<file path="src/rtl/simple_dma_controller_pkg.sv">
// rtl/simple_dma_controller_pkg.sv - state encodings and constants shared by the DMA responder
package simple_dma_controller_pkg;

    // One-hot FSM encodings, one bit per state
    localparam logic [7:0] ST_IDLE     = 8'b0000_0001;
    localparam logic [7:0] ST_CHECK    = 8'b0000_0010;
    localparam logic [7:0] ST_WAIT_DEV = 8'b0000_0100;
    localparam logic [7:0] ST_ACCESS   = 8'b0000_1000;
    localparam logic [7:0] ST_RESP     = 8'b0001_0000;
    localparam logic [7:0] ST_ACK      = 8'b0010_0000;
    localparam logic [7:0] ST_DONE     = 8'b0100_0000;
    localparam logic [7:0] ST_ERR      = 8'b1000_0000;

    // Byte write enables for a full 16-bit word
    localparam logic [1:0]  DMA_WE_WORD    = 2'b11;
    // Byte-address step between consecutive words
    localparam logic [15:0] ADDR_INC       = 16'd2;
    // Highest word-aligned byte address; stepping past it wraps
    localparam logic [15:0] ADDR_LAST_WORD = 16'hFFFE;

endpackage

</file>
<file path="src/rtl/simple_dma_controller_wdg.sv">
// rtl/simple_dma_controller_wdg.sv - device-acknowledge timeout watchdog
//
// Counts cycles while enabled; expire is high on the cycle the count reaches
// TIMEOUT_CYCLES-1. clear forces the count back to zero.
// Ports: clk, reset_n (async, active-low), enable, clear, expire.
module dma_timeout_wdg #(
    parameter int unsigned TIMEOUT_CYCLES = 1024
) (
    input  logic clk,
    input  logic reset_n,
    input  logic enable,
    input  logic clear,
    output logic expire
);

    localparam int unsigned   CW   = (TIMEOUT_CYCLES > 2) ? $clog2(TIMEOUT_CYCLES) : 1;
    localparam logic [CW-1:0] LAST = CW'(TIMEOUT_CYCLES - 1);

    logic [CW-1:0] count_q, count_d;

    assign expire = enable && (count_q == LAST);

    // Saturates at LAST so a held enable cannot roll the count over
    always_comb begin
        count_d = count_q;
        if (clear) begin
            count_d = '0;
        end else if (enable && !expire) begin
            count_d = count_q + CW'(1);
        end
    end

    always_ff @(posedge clk or negedge reset_n) begin
        if (!reset_n) begin
            count_q <= '0;
        end else begin
            count_q <= count_d;
        end
    end

endmodule

</file>
<file path="src/rtl/simple_dma_controller.sv">
// rtl/simple_dma_controller.sv - responder between a DMA peripheral and the core DMA master port
//
// Accepts a block request (start byte address, word count, direction), runs one
// 16-bit access per word and returns each word with a one-cycle dma_ack.
// Optional feature macro: SIMPLE_DMA_TIMEOUT_EN (dev_ack watchdog -> ERR).
// Ports:
//   clk, reset_n                     clock, async active-low reset
//   dma_rqst, dma_rd_wr              request level, direction (1 = memory read)
//   dma_start_address, dma_num_words transfer descriptor, sampled in IDLE only
//   dev_ack, dev_out, dev_in         device handshake and data
//   dma_ack, dma_end_flag, dma_error_flag  per-word ack, completion, failure
//   dma_addr, dma_din, dma_en, dma_we, dma_priority  core master request
//   dma_dout, dma_ready, dma_resp    core master response
module simple_dma_controller
    import simple_dma_controller_pkg::*;
#(
    parameter int unsigned TIMEOUT_CYCLES = 1024,
    parameter logic        PRIORITY       = 1'b0
) (
    input  logic        clk,
    input  logic        reset_n,
    input  logic        dma_rqst,
    input  logic        dma_rd_wr,
    input  logic [15:0] dma_start_address,
    input  logic [15:0] dma_num_words,
    input  logic        dev_ack,
    input  logic [15:0] dev_out,
    output logic [15:0] dev_in,
    output logic        dma_ack,
    output logic        dma_end_flag,
    output logic        dma_error_flag,
    output logic [14:0] dma_addr,
    output logic [15:0] dma_din,
    output logic        dma_en,
    output logic [1:0]  dma_we,
    output logic        dma_priority,
    input  logic [15:0] dma_dout,
    input  logic        dma_ready,
    input  logic        dma_resp
);

    logic [7:0]  state_q, state_d;
    logic [15:0] addr_q, addr_d;
    logic [15:0] cnt_q, cnt_d;
    logic        rd_wr_q, rd_wr_d;
    logic [15:0] wdata_q, wdata_d;
    logic [15:0] rdata_q, rdata_d;
    logic        tmo_expire;
    logic        st_wait;

    assign st_wait = (state_q == ST_WAIT_DEV);

`ifdef SIMPLE_DMA_TIMEOUT_EN
    // The watchdog only counts in WAIT_DEV and restarts on every exit
    dma_timeout_wdg #(
        .TIMEOUT_CYCLES (TIMEOUT_CYCLES)
    ) u_wdg (
        .clk     (clk),
        .reset_n (reset_n),
        .enable  (st_wait),
        .clear   (!st_wait),
        .expire  (tmo_expire)
    );
`else
    // No watchdog: WAIT_DEV waits indefinitely; the parameter stays in the
    // interface so both builds share one instantiation.
    assign tmo_expire = 1'b0 & (TIMEOUT_CYCLES != 0);
`endif

    // All outputs decode from state or registers only
    assign dma_en         = (state_q == ST_ACCESS);
    assign dma_addr       = dma_en ? addr_q[15:1] : 15'd0;
    assign dma_we         = (dma_en && !rd_wr_q) ? DMA_WE_WORD : 2'b00;
    assign dma_din        = dma_en ? wdata_q : 16'd0;
    assign dma_ack        = (state_q == ST_ACK);
    assign dev_in         = rdata_q;
    assign dma_end_flag   = (state_q == ST_DONE);
    assign dma_error_flag = (state_q == ST_ERR);
    assign dma_priority   = PRIORITY;

    always_comb begin
        state_d = state_q;
        addr_d  = addr_q;
        cnt_d   = cnt_q;
        rd_wr_d = rd_wr_q;
        wdata_d = wdata_q;
        rdata_d = rdata_q;
        case (state_q)
            ST_IDLE: begin
                if (dma_rqst) begin
                    addr_d  = dma_start_address;
                    cnt_d   = dma_num_words;
                    rd_wr_d = dma_rd_wr;
                    state_d = ST_CHECK;
                end
            end
            ST_CHECK: begin
                if (!dma_rqst) begin
                    state_d = ST_IDLE;
                end else if (addr_q[0]) begin
                    state_d = ST_ERR;
                end else if (cnt_q == 16'd0) begin
                    state_d = ST_DONE;
                end else begin
                    state_d = ST_WAIT_DEV;
                end
            end
            ST_WAIT_DEV: begin
                if (!dma_rqst) begin
                    state_d = ST_IDLE;
                end else if (dev_ack) begin
                    if (!rd_wr_q) begin
                        wdata_d = dev_out;
                    end
                    state_d = ST_ACCESS;
                end else if (tmo_expire) begin
                    state_d = ST_ERR;
                end
            end
            ST_ACCESS: begin
                // An accepted access always completes, even if the request dropped
                if (dma_ready) begin
                    state_d = ST_RESP;
                end
            end
            ST_RESP: begin
                if (!dma_rqst) begin
                    state_d = ST_IDLE;
                end else if (dma_resp) begin
                    state_d = ST_ERR;
                end else begin
                    if (rd_wr_q) begin
                        rdata_d = dma_dout;
                    end
                    state_d = ST_ACK;
                end
            end
            ST_ACK: begin
                cnt_d  = cnt_q - 16'd1;
                addr_d = addr_q + ADDR_INC;
                if (!dma_rqst) begin
                    state_d = ST_IDLE;
                end else if (cnt_q == 16'd1) begin
                    state_d = ST_DONE;
                end else if (addr_q == ADDR_LAST_WORD) begin
                    // Further words would wrap the 64 KiB space
                    state_d = ST_ERR;
                end else begin
                    state_d = ST_WAIT_DEV;
                end
            end
            ST_DONE, ST_ERR: begin
                if (!dma_rqst) begin
                    state_d = ST_IDLE;
                end
            end
            default: begin
                state_d = ST_IDLE;
            end
        endcase
    end

    always_ff @(posedge clk or negedge reset_n) begin
        if (!reset_n) begin
            state_q <= ST_IDLE;
            addr_q  <= 16'd0;
            cnt_q   <= 16'd0;
            rd_wr_q <= 1'b0;
            wdata_q <= 16'd0;
            rdata_q <= 16'd0;
        end else begin
            state_q <= state_d;
            addr_q  <= addr_d;
            cnt_q   <= cnt_d;
            rd_wr_q <= rd_wr_d;
            wdata_q <= wdata_d;
            rdata_q <= rdata_d;
        end
    end

endmodule

</file>
<file path="config.mk">
export PLATFORM = sky130hd
export DESIGN_NAME = simple_dma_controller
export DESIGN_NICKNAME = d
export VERILOG_FILES = /design/src/rtl/simple_dma_controller_pkg.sv /design/src/rtl/simple_dma_controller_wdg.sv /design/src/rtl/simple_dma_controller.sv
export SDC_FILE = /design/constraint.sdc
export NUM_CORES = 1
export LEC_CHECK = 0
export ABC_AREA = 1
export BUFFER_PORTS_ARGS = -buffer_cell sky130_fd_sc_hd__buf_2
export CORE_MARGIN = 2
export CORE_UTILIZATION = 25
export CTS_CLUSTER_DIAMETER = 120
export DETAILED_ROUTE_END_ITERATION = 12
export GPL_TIMING_DRIVEN = 0
export HOLD_SLACK_MARGIN = 0.02
export MAX_ROUTING_LAYER = met4
export PLACE_DENSITY_LB_ADDON = 0.1
export SLEW_MARGIN = 0
export SYNTH_ARGS = -nofsm -noshare
export SYNTH_HDL_FRONTEND = slang
export SYNTH_SLANG_ARGS = --single-unit
</file>
<file path="constraint.sdc">
create_clock -name clk -period 2.21 [get_ports clk]
set_input_delay 0.442 -clock clk [delete_from_list [all_inputs] [get_ports clk]]
set_output_delay 0.442 -clock clk [all_outputs]
set_load 0.01 [all_outputs]
</file>
**Yosys cells after proc, flatten, opt, wreduce, memory -nomap -nowiden**

Index checks and enable logic that the tools add are counted.
W data, S select, Z words.

- Register bits: 73
- Output and inout port bits: 54
- Word-level logic and storage cells: 55

- Add/subtract/negate cells: 2
- Eq/ne operators: 14
- Muxes and demuxes: 21
- Bitwise operators: 2
- Reduce and logical (&&, ||, !) cells: 10

Operators by type and width:

| kind | number |
|---|---|
| $mux W8 | 12 |
| $pmux W16 S2 | 2 |
| $pmux W8 S7 | 1 |
| $mux W16 | 3 |
| $add A16 B2 Y16 const B | 1 |
| $eq A16 B1 Y1 const B | 1 |
| $eq A16 B16 Y1 const B | 1 |
| $logic_not A16 Y1 | 1 |
| $sub A16 B1 Y16 const B | 1 |
| $mux W15 | 1 |
| $reduce_and A4 Y1 | 3 |
| $eq A8 B1 Y1 const B | 1 |
| $eq A8 B2 Y1 const B | 1 |
| $eq A8 B3 Y1 const B | 1 |
| $eq A8 B4 Y1 const B | 1 |
| $eq A8 B5 Y1 const B | 1 |
| $eq A8 B6 Y1 const B | 1 |
| $eq A8 B7 Y1 const B | 1 |
| $eq A8 B8 Y1 const B | 1 |
| $mux W7 | 1 |
| $ne A2 B2 Y1 const B | 2 |
| $reduce_and A2 Y1 | 2 |
| $ne A3 B3 Y1 const B | 1 |
| $mux W2 | 1 |
| other kinds (6) | 7 |

**Logic depth before layout (Yosys ltp)**

Gate-level depths: netlist of the first run.

- Word-level depth: 5
- Mapped depth: 11

**Worst setup path before layout of the first run**

Ideal clock, no wire load.

- Path kind: register -> output
- From: reg state_q[4]
- To: out dma_din[10]
- Arrival time: 1527 ps
- Path slack: 241 ps
- Cell stages (with the launch flop): 7
- Buffers on the path: 1
- Cells stage by stage: dfrtp_1 -> nor2_1 -> nand2_2 -> nor2_1 -> inv_1 -> buf_1 -> nor2_1

- Cells in the longest elaborated chain, start to end: 2

RTL lines:

| what | RTL line | text |
|---|---|---|
| start: declaration | simple_dma_controller.sv:42 | `logic [7:0] state_q, state_d;` |
| start signal: assignment | simple_dma_controller.sv:172 | `state_q <= state_d;` |
| $eq A8 B4 Y1 | simple_dma_controller.sv:71 | `assign dma_en = (state_q == ST_ACCESS);` |
| named net dma_en | simple_dma_controller.sv:34 | `output logic dma_en,` |
| $mux W16 | simple_dma_controller.sv:74 | `assign dma_din = dma_en ? wdata_q : 16'd0;` |
| end: declaration | simple_dma_controller.sv:33 | `output logic [15:0] dma_din,` |

The timed path passes the listed nets, and every way through them passes these cells.

**Worst setup path in the final report of the first run**

- From: reg state_q[6]
- To: out dma_ack

- Cells in the longest elaborated chain, start to end: 1

RTL lines:

| what | RTL line | text |
|---|---|---|
| $eq A8 B6 Y1 | simple_dma_controller.sv:75 | `assign dma_ack = (state_q == ST_ACK);` |
| end: declaration | simple_dma_controller.sv:29 | `output logic dma_ack,` |

Every way passes these cells.

==> results of run 1 <==
kinds of logic after synthesis:
group / Yosys count / share of synthesized area, %
buffers and inverters: 86 / 8.66
adders and majority gates: 4 / 1.15
and+or+nand+nor: 416 / 40.3
AOI/OAI and AO/OA: 50 / 6.44
other: 1 / 0.0865
xor gates and xnor gates: 6 / 1.21
DFF: 73 / 42.2
worst max-delay path, delay by kind of cell (launching register included):
family / cells / cell delay (ns)
buf+inv: 3 / 0.51
flops: 1 / 0.44
simple gates: 3 / 0.38
what timing repair did:
action,4_1_cts,5_1_grt
pin swaps,3,3
cloned,0,0
setup buffers,3,5
endpoints found under the setup margin,34,33
gates resized for setup,20,14
stage by stage:
stage / hold slack (ns) / std cells
6_report: 0.0604 / 1008
5_1_grt: 0.107 / 1008
4_1_cts: 0.0808 / 1002
3_5_place_dp: 0.453 / 985
3_3_place_gp: 0.451 / 984
2_1_floorplan: 0.146 / 636
how the worst max path moves through the flow:
stage,from,to,slack (ns),cells after the start
final,state_q[6],dma_ack,0.07,6
after detailed placement,state_q[4],dma_addr[8],-0.20,7
after global placement,state_q[6],dma_addr[8],-0.17,7
after global routing,state_q[6],dma_ack,-0.01,6
after CTS,state_q[2],dma_ack,0.01,5
after floorplan,state_q[4],dma_din[10],0.24,6
cells in the final DEF, fill, tap and decap left out, types with 3 or more instances in the layout:
master       n
nand2_1    198
buf_2      130
nor2_1     115
dfrtp_1     71
nand3_1     65
inv_1       58
o21ai_0     28
buf_4       12
o211ai_1     9
clkbuf_16    9
a21oi_1      8
nor2_4       6
nor3_1       6
xor2_1       6
buf_6        5
nor2_2       5
nand4_1      5
or2_2        5
nand2_2      4
ha_1         4
clkbuf_2     3
a31oi_1      3
registers in the layout (all words and copies together), names as in the netlist:
signal   count
cnt_q       16
rd_wr_q      1
wdata_q     16
addr_q      16
state_q      8
dev_in      16
power by group through the flow:
stage	clock network, W	registers, W	logic (W)
global route	0.00166	0.00217	0.00205
detailed placement	0	0.00209	0.00176
floorplan	0	0.00199	0.00129
finish	0.00154	0.00211	0.00176
global placement	0	0.00209	0.00172
CTS	0.00159	0.00210	0.00175
cell type report:
type                    count  area share [%]
repair buffers            132            12.4
diodes                      1          0.0438
flip-flops and latches     73            32.0
well taps                 225            4.93
plain buffers              22            2.89
inverters                  62            4.16
clock buffers               9            3.95
clock inverters             7            1.36
multi-input cells         477            38.3
routing by layer:
| metal | vias up | GRT usage, % | wire (um) |
|---|---|---|---|
| met4 | 0 | 4.57 | 163 |
| met1 | 2098 | 21.1 | 6590 |
| li1 | 2289 | - | - |
| met5 | - | - | 0 |
| met2 | 120 | 26.1 | 6690 |
| met3 | 10 | 3.74 | 717 |
==> out/metrics.cfg, run 1 <==
[status]
status = finished, final reports clean

[setup_path]
r2r_start = state_q[6]
rrSetupSlack_ns = 0.20
crit_path_end_kind = output port
worst_ep_required_time_ns = 1.77
worst-r2r-cell-count = 10
slowest_stage = dfrtp_2
arrival_ns = 1.69
crit_chain = nor2_4 -> buf_4 -> nand2_1 -> nor2_4 -> buf_6 -> buf_2
critPathMaxStageDelay_ns = 0.44
worstPathMaxFanout = 19
worstReg2RegEnd = addr_q[3]
crit_top_cell = nor2_4
criticalPathCategory = flip-flop to output port
worst_setup_path_start_kind = flip-flop

[timing]
fmax_mhz = 468
finClkSkew_ns = 0.00886
finalSetupTns_ns = 0
relSlewSlack_pct = 55.4
fin_crit_ns = 2.14
setup_slack_ns = 0.0732
finalHoldViolCount = 0
tightest_slew_ns = 0.664
slew_violations = 0
setup_viol = 0
min_period_over_period_pct = 96.7

[floorplan]
die_w_um = 136
dieArea_um2 = 18400
io_pins = 125
initial_core_util_pct = 25.3
core_um2 = 17100
rows = 48
die_h_um = 136

[clock_network]
clk_pin_slew_ns = 0.06
cts.sinks = 73
root_buffer = clkbuf_16
holdBufCountCts = 0
clockBufferDepth = 2
cts.htree.levels = 3
cts_buffers = 9
clk_latency_ns = 0.36
cts_tree = done

[cells_and_area]
layout-drive-gt1-share_pct = 25.4
fill_cells = 1904
seq_area_um2 = 1830
final_cell_area_um2 = 5710
multi_input_area_um2 = 2180
final_nets = 852
syn_to_final_growth_pct = 31.7
utilization_pct = 33.3

[logic_synthesis]
synth-edff-count = 0
ys_seq_area_share_pct = 42.2
synth_common_cells = nand2_1, nor2_1, dfrtp_1
yosysTopAreaCell = dfrtp_1
synth_area_um2 = 4330
yosys_warnings = 0
postSynthCellCount = 636
synthesis.nets = 711
synth_most_common_cell = nand2_1
ys.flop_type = dfrtp_1
synth_top_cell_area_share_pct = 41.6
synth_area_leaders = dfrtp_1, nand2_1, nor2_1
syn_avg_cell_area_um2 = 6.81
yosysUniqueCellTypes = 32
async_flop_share_pct = 100
synth_seq_cells = 73

[pwr]
p_sw_share_pct = 40.6
power_leakage_nw = 3.03
power_frac_comb_pct = 32.5
p_per_area_nw_per_um2 = 947
p_int_w = 0.00321
finalPower_w = 0.00541
p_clk_share_pct = 28.5
peakVddDrop_uv = 515
power.switching_w = 0.00219
seqPwrFrac_pct = 38.9

[global_route]
antenna_found_initial = 1
grt_usage_pct = 16.5
gr-total-overflow = 0
grt_pass1_wl_mm = 22.6
grt_max_degree = 40
grt_pass1_vias = 4370

[placed_design]
placed_area_um2 = 5260
hpwl_mm = 10.6
place_ws_ns = -0.203
gp_congestion = 0.822
io_buffers = 123

[routing]
ant_nets = 0
dr.pass1.iters = 5
drc = 0
wl_per_cell_um = 14.0
dr_total_vias = 4517
avgViaCountPerCell = 4.48
drt_iter0_markers = 247
wirelength_mm = 14.2

[flow_run]
maxCapViolations = 0

[worst_hold_path]
min_path_type = primary input to asynchronous set/reset pin

Power figures use the tool's default switching activity.
==> run 2, diff against run 1 <==
==> constraint.sdc (replaced) <==
create_clock -name clk -period 1.95 [get_ports clk]
set_input_delay 0.39 -clock clk [delete_from_list [all_inputs] [get_ports clk]]
set_output_delay 0.39 -clock clk [all_outputs]
set_load 0.1 [all_outputs]
==> run 2 against run 1 <==
The flow now finishes with violations (negative setup slack). Critical path depth is 1 higher. Total power grew 16%. Final cell count rose by 1.3%. Sequential power up 11%. Clock power up 5%. Sequential cell count did not move. Die area unchanged. Critical endpoint is now dma_din[4].
==> out/metrics.cfg, run 2 (synthesis results as in run 1) <==
[status]
status = finished, violations left
violations = negative setup slack

[pwr]
power_leakage_nw = 3.24
p_int_w = 0.00363
p_clk_share_pct = 25.7
power_frac_comb_pct = 36.7
peakVddDrop_uv = 436
seqPwrFrac_pct = 37.6
p_per_area_nw_per_um2 = 931
p_sw_share_pct = 41.9
power.switching_w = 0.00262

[worst_hold_path]
hold_end = rd_wr_q
hp-start = dma_rd_wr
holdPathStages = 3
min_path_type = primary input to flip-flop

[routing]
dr_total_vias = 4502
ant_nets = 0
avgViaCountPerCell = 4.41
dr.pass1.iters = 5
wl_per_cell_um = 14.1
drt_iter0_markers = 244
wirelength_mm = 14.4
drc = 0

[clock_network]
cts.htree.levels = 3
clockBufferDepth = 2
root_buffer = clkbuf_16
clk_pin_slew_ns = 0.06
cts_tree = done
cts_buffers = 9
cts.sinks = 73
clk_latency_ns = 0.34

[global_route]
grt_pass1_wl_mm = 23.4
grt_usage_pct = 17.0
gr-total-overflow = 0
antenna_found_initial = 0
grt_max_degree = 45
grt_pass1_vias = 4565

[cells_and_area]
final_nets = 866
layout-drive-gt1-share_pct = 30.3
stdcell_count = 1021
final_cell_area_um2 = 6720
final_common_cell = nand2_1
layout_common_cells = nand2_1, buf_2, nor2_1
num_antenna_cells = 0
syn_to_final_growth_pct = 55.0

[setup_path]
critPathMaxStageDelay_ns = 0.41
worst_setup_path_start_kind = flip-flop
arrival_ns = 1.72
cp_top_family = simple AND/OR/NAND/NOR gates
worst-r2r-cell-count = 9
rrSetupSlack_ns = 0.16
r2r_start = state_q[7]
worstPathMaxFanout = 8
crit_chain = nor2_4 -> nand2_4 -> nor2_4 -> inv_6 -> clkbuf_16 -> nor2_4 -> buf_12
worstSetupStartpoint = state_q[7]
worst_ep_required_time_ns = 1.56
crit_path_end_kind = output port
criticalPathCategory = flip-flop to output port
crit_top_cell = nor2_4
worstReg2RegEnd = addr_q[11]
slowest_stage = dfrtp_1
path_buf_inv = 3

[timing]
finClkSkew_ns = 0.00695
fmax_mhz = 474
fin_crit_ns = 2.11
relSlewSlack_pct = 55.9
slew_violations = 0
setup_slack_ns = -0.160
setup_viol = 34
rsz0062_at_grt = true
min_period_over_period_pct = 108
tightest_slew_ns = 0.659
finalHoldViolCount = 0

[floorplan]
die_h_um = 136
io_pins = 125
core_um2 = 17100
dieArea_um2 = 18400
initial_core_util_pct = 25.3
die_w_um = 136
rows = 48

[flow_run]
maxCapViolations = 0

[placed_design]
dp.cells = 985
hpwl_mm = 10.3
gp_congestion = 0.821
io_buffers = 123
placed_area_um2 = 5560

-- run 2: worst max path at each step --
stage                             end  slack [ns]  cells after the start
after floorplan             dma_we[1]       -0.59                      6
after global placement        dma_ack       -0.67                      6
after detailed placement      dma_ack       -0.68                      6
after CTS                 dma_addr[5]       -0.20                      7
after global routing      dma_din[10]       -0.24                      7
final                      dma_din[4]       -0.16                      7
-- run 2: area by class of cell --
cell class | count | area, um^2
Fill cell | 1818 | 10400
Multi-Input combinational cell | 477 | 2430
Sequential cell | 73 | 1830
Timing Repair Buffer | 144 | 1390
Tap cell | 225 | 282
Buffer | 24 | 264
Clock buffer | 11 | 243
Inverter | 62 | 243
Clock inverter | 5 | 40.0
-- run 2: metal layers --
metal / part of all wire [%] / wire length, um / track usage [%]
met1: 46 / 6560 / 21.4
met2: 49 / 7010 / 28.1
met3: 4.2 / 598 / 1.98
met4: 1.6 / 233 / 6.19
met5: 0 / 0 / -
-- run 2: worst min-delay path, cell delays in order --
cell and delay, ns:
buf_2 0.07, nand2_1 0.04, nand2_1 0.05
-- run 2: power by group through the flow --
stage | Combinational (W) | Clock (W) | Sequential (W)
finish | 0.00230 | 0.00161 | 0.00235
floorplan | 0.00164 | 0 | 0.00227
detailed placement | 0.00217 | 0 | 0.00236
global placement | 0.00214 | 0 | 0.00235
CTS | 0.00226 | 0.00166 | 0.00235
global route | 0.00263 | 0.00171 | 0.00244
-- run 2: timing repair --
| item | 4_1_cts | 5_1_grt |
|---|---|---|
| pin swaps | 10 | 2 |
| cloned | 2 | 0 |
| resized for setup | 169 | 20 |
| setup buffers | 11 | 6 |
| setup endpoints to repair | 75 | 74 |
| hold buffers | 1 | 0 |
| endpoints found under the hold margin | 28 | 0 |
-- run 2: metrics by stage --
stage | hold slack (ns) | power (W) | utilization [%] | setup slack [ns] | setup TNS, ns
6_report | 0.240 | 0.00625 | 39.2 | -0.160 | -4.66
5_1_grt | 0.246 | 0.00677 | 39.2 | -0.236 | -7.22
4_1_cts | 0.229 | 0.00627 | 38.7 | -0.196 | -5.89
3_5_place_dp | 0.355 | 0.00453 | 32.5 | -0.677 | -9.93
3_3_place_gp | 0.454 | 0.00450 | 32.3 | -0.674 | -19.82
2_1_floorplan | 0.0944 | 0.00390 | - | -0.594 | -16.91
==> run 3, diff against run 2 <==
ABC_AREA = 0   (was 1)
==> run 3 against run 2 <==
The flow still finishes with violations (negative setup slack). Sequential share of layout area is 2.2 points lower. First-iteration DRC count is 38% lower. Cell area is 9.3% higher.
==> out/metrics.cfg, run 3 <==
[floorplan]
rows = 45
die_h_um = 130
core_um2 = 15300
io_pins = 125
initial_core_util_pct = 25.8
die_w_um = 130
dieArea_um2 = 16800

[clock_network]
cts_buffers = 9
clk_pin_slew_ns = 0.06
clk_latency_ns = 0.34
cts_tree = done
cts.sinks = 73
root_buffer = clkbuf_16
clockBufferDepth = 2
cts.htree.levels = 3

[status]
violations = negative setup slack
status = finished, violations left

[global_route]
antenna_found_initial = 0
grt_pass1_wl_mm = 20.7
gr-total-overflow = 0
grt_pass1_vias = 3853
grt_max_degree = 56
grt_usage_pct = 16.7

[logic_synthesis]
yosysUniqueCellTypes = 52
synth_seq_cells = 73
async_flop_share_pct = 100
synth-edff-count = 0
synth_most_common_cell = dfrtp_1
ys.flop_type = dfrtp_1
ys_seq_area_share_pct = 46.3
syn_avg_cell_area_um2 = 9.85
synth_top_cell_area_share_pct = 45.6
yosysTopAreaCell = dfrtp_1
synth_common_cells = dfrtp_1, nor2_1, nand2_1
synthesis.nets = 476
postSynthCellCount = 401
synth_area_um2 = 3950
synth_area_leaders = dfrtp_1, mux2_2, and2_1
yosys_warnings = 0

[timing]
finClkSkew_ns = 0.00420
fmax_mhz = 419
setup_slack_ns = -0.435
fin_crit_ns = 2.38
finalSetupTns_ns = -20.98
setup_viol = 83
finalHoldViolCount = 0
slew_violations = 0
min_period_over_period_pct = 122
rsz0062_at_grt = true

[setup_path]
worstPathMaxFanout = 3
worst_setup_path_start_kind = flip-flop
crit_path_end_kind = output port
arrival_ns = 1.99
r2r_start = state_q[5]
criticalPathCategory = flip-flop to output port
worst-r2r-cell-count = 8
rrSetupSlack_ns = -0.31
worstSetupStartpoint = state_q[5]
worst_ep_required_time_ns = 1.56

[pwr]
power_leakage_nw = 3.27
power_frac_comb_pct = 52.3
seqPwrFrac_pct = 29.3
p_clk_share_pct = 18.4
power.switching_w = 0.00392
p_per_area_nw_per_um2 = 1250
finalPower_w = 0.00915
p_sw_share_pct = 42.8
p_int_w = 0.00523
peakVddDrop_uv = 522

[placed_design]
placed_area_um2 = 5040
io_buffers = 122
gp_congestion = 0.760
hpwl_mm = 8.89
place_ws_ns = -1.10

[cells_and_area]
final_common_cell = buf_2
final_nets = 681
final_cell_area_um2 = 7340
layout_common_cells = buf_2, dfrtp_1, buf_12, buf_4, nand2_1
num_antenna_cells = 0
syn_to_final_growth_pct = 85.8
fill_cells = 1460
layout-drive-gt1-share_pct = 63.3

[routing]
dr_total_vias = 3951
dr.pass1.iters = 5
wl_per_cell_um = 17.5
ant_nets = 0
wirelength_mm = 14.4
avgViaCountPerCell = 4.81
drt_iter0_markers = 152
drc = 0

[worst_hold_path]
hp-start = dma_rd_wr
min_path_type = primary input to flip-flop
holdPathStages = 3

[flow_run]
maxCapViolations = 0

-- run 3: timing repair --
| item | in CTS | in global routing |
|---|---|---|
| buffers inserted | 33 | 38 |
| hold endpoints to repair | 18 | 0 |
| setup endpoints to repair | 109 | 89 |
| gates cloned | 4 | 6 |
| pin swaps | 28 | 39 |
| hold buffers | 1 | 0 |
| resized for setup | 204 | 146 |
-- run 3: worst paths after layout --
| kind | to |
|---|---|
| min in group asynchronous | state_q[3] |
| worst min-delay path | rd_wr_q |
| worst max register to register | wdata_q[8] |
| worst min register to register | dev_in[15] |
| worst max-delay path | dma_we[1] |
| max in group asynchronous | state_q[0] |
-- run 3: area by class of cell --
class                   count  area (um^2)  share of cell area, %
multi-input cells         295         2600                   35.4
repair buffers            200         2030                   27.7
flip-flops and latches     73         1840                   25.0
well taps                 211          264                   3.60
plain buffers              17          256                   3.49
clock buffers              10          239                   3.26
clock inverters             6         57.6                  0.784
inverters                  10         55.1                  0.750
-- run 3: critical path: stages (launching register included) --
cell      delay, ns
dfrtp_2        0.42
nor4_4         0.33
nand4b_1       0.18
buf_6          0.17
buf_8          0.13
nor2_4         0.14
buf_12         0.12
buf_16         0.15
-- run 3: layer usage --
layer / routed length, um / global-route usage [%]
met1: 6520 / 22.0
met2: 7090 / 25.8
met4: 238 / 4.49
met5: 0 / -
met3: 559 / 4.02
-- run 3: stage by stage --
| stage | util (%) | instances | hold slack, ns |
|---|---|---|---|
| global placement | 32.7 | 734 | 0.484 |
| finish | 47.9 | 822 | 0.243 |
| CTS | 41.5 | 784 | 0.230 |
| global route | 47.9 | 822 | 0.242 |
| floorplan | - | 401 | 0.0944 |
| detailed placement | 32.9 | 735 | 0.305 |
-- run 3: cells by family after synthesis --
logic type	count (synthesis)	share of synthesized area, %
flops	73	46.3
fa+ha+maj	4	1.27
compound gates	84	14.1
mux	33	10.4
xor+xnor	3	0.665
other cells	1	0.0949
buf+inv	33	3.99
simple gates	170	23.2
-- run 3: power groups by stage --
| stage | clock (W) | sequential [W] | combinational [W] |
|---|---|---|---|
| final | 0.00169 | 0.00268 | 0.00478 |
| after global routing | 0.00180 | 0.00278 | 0.00509 |
| after CTS | 0.00174 | 0.00257 | 0.00358 |
| after detailed placement | 0 | 0.00252 | 0.00298 |
| after global placement | 0 | 0.00251 | 0.00294 |
| after floorplan | 0 | 0.00277 | 0.00196 |
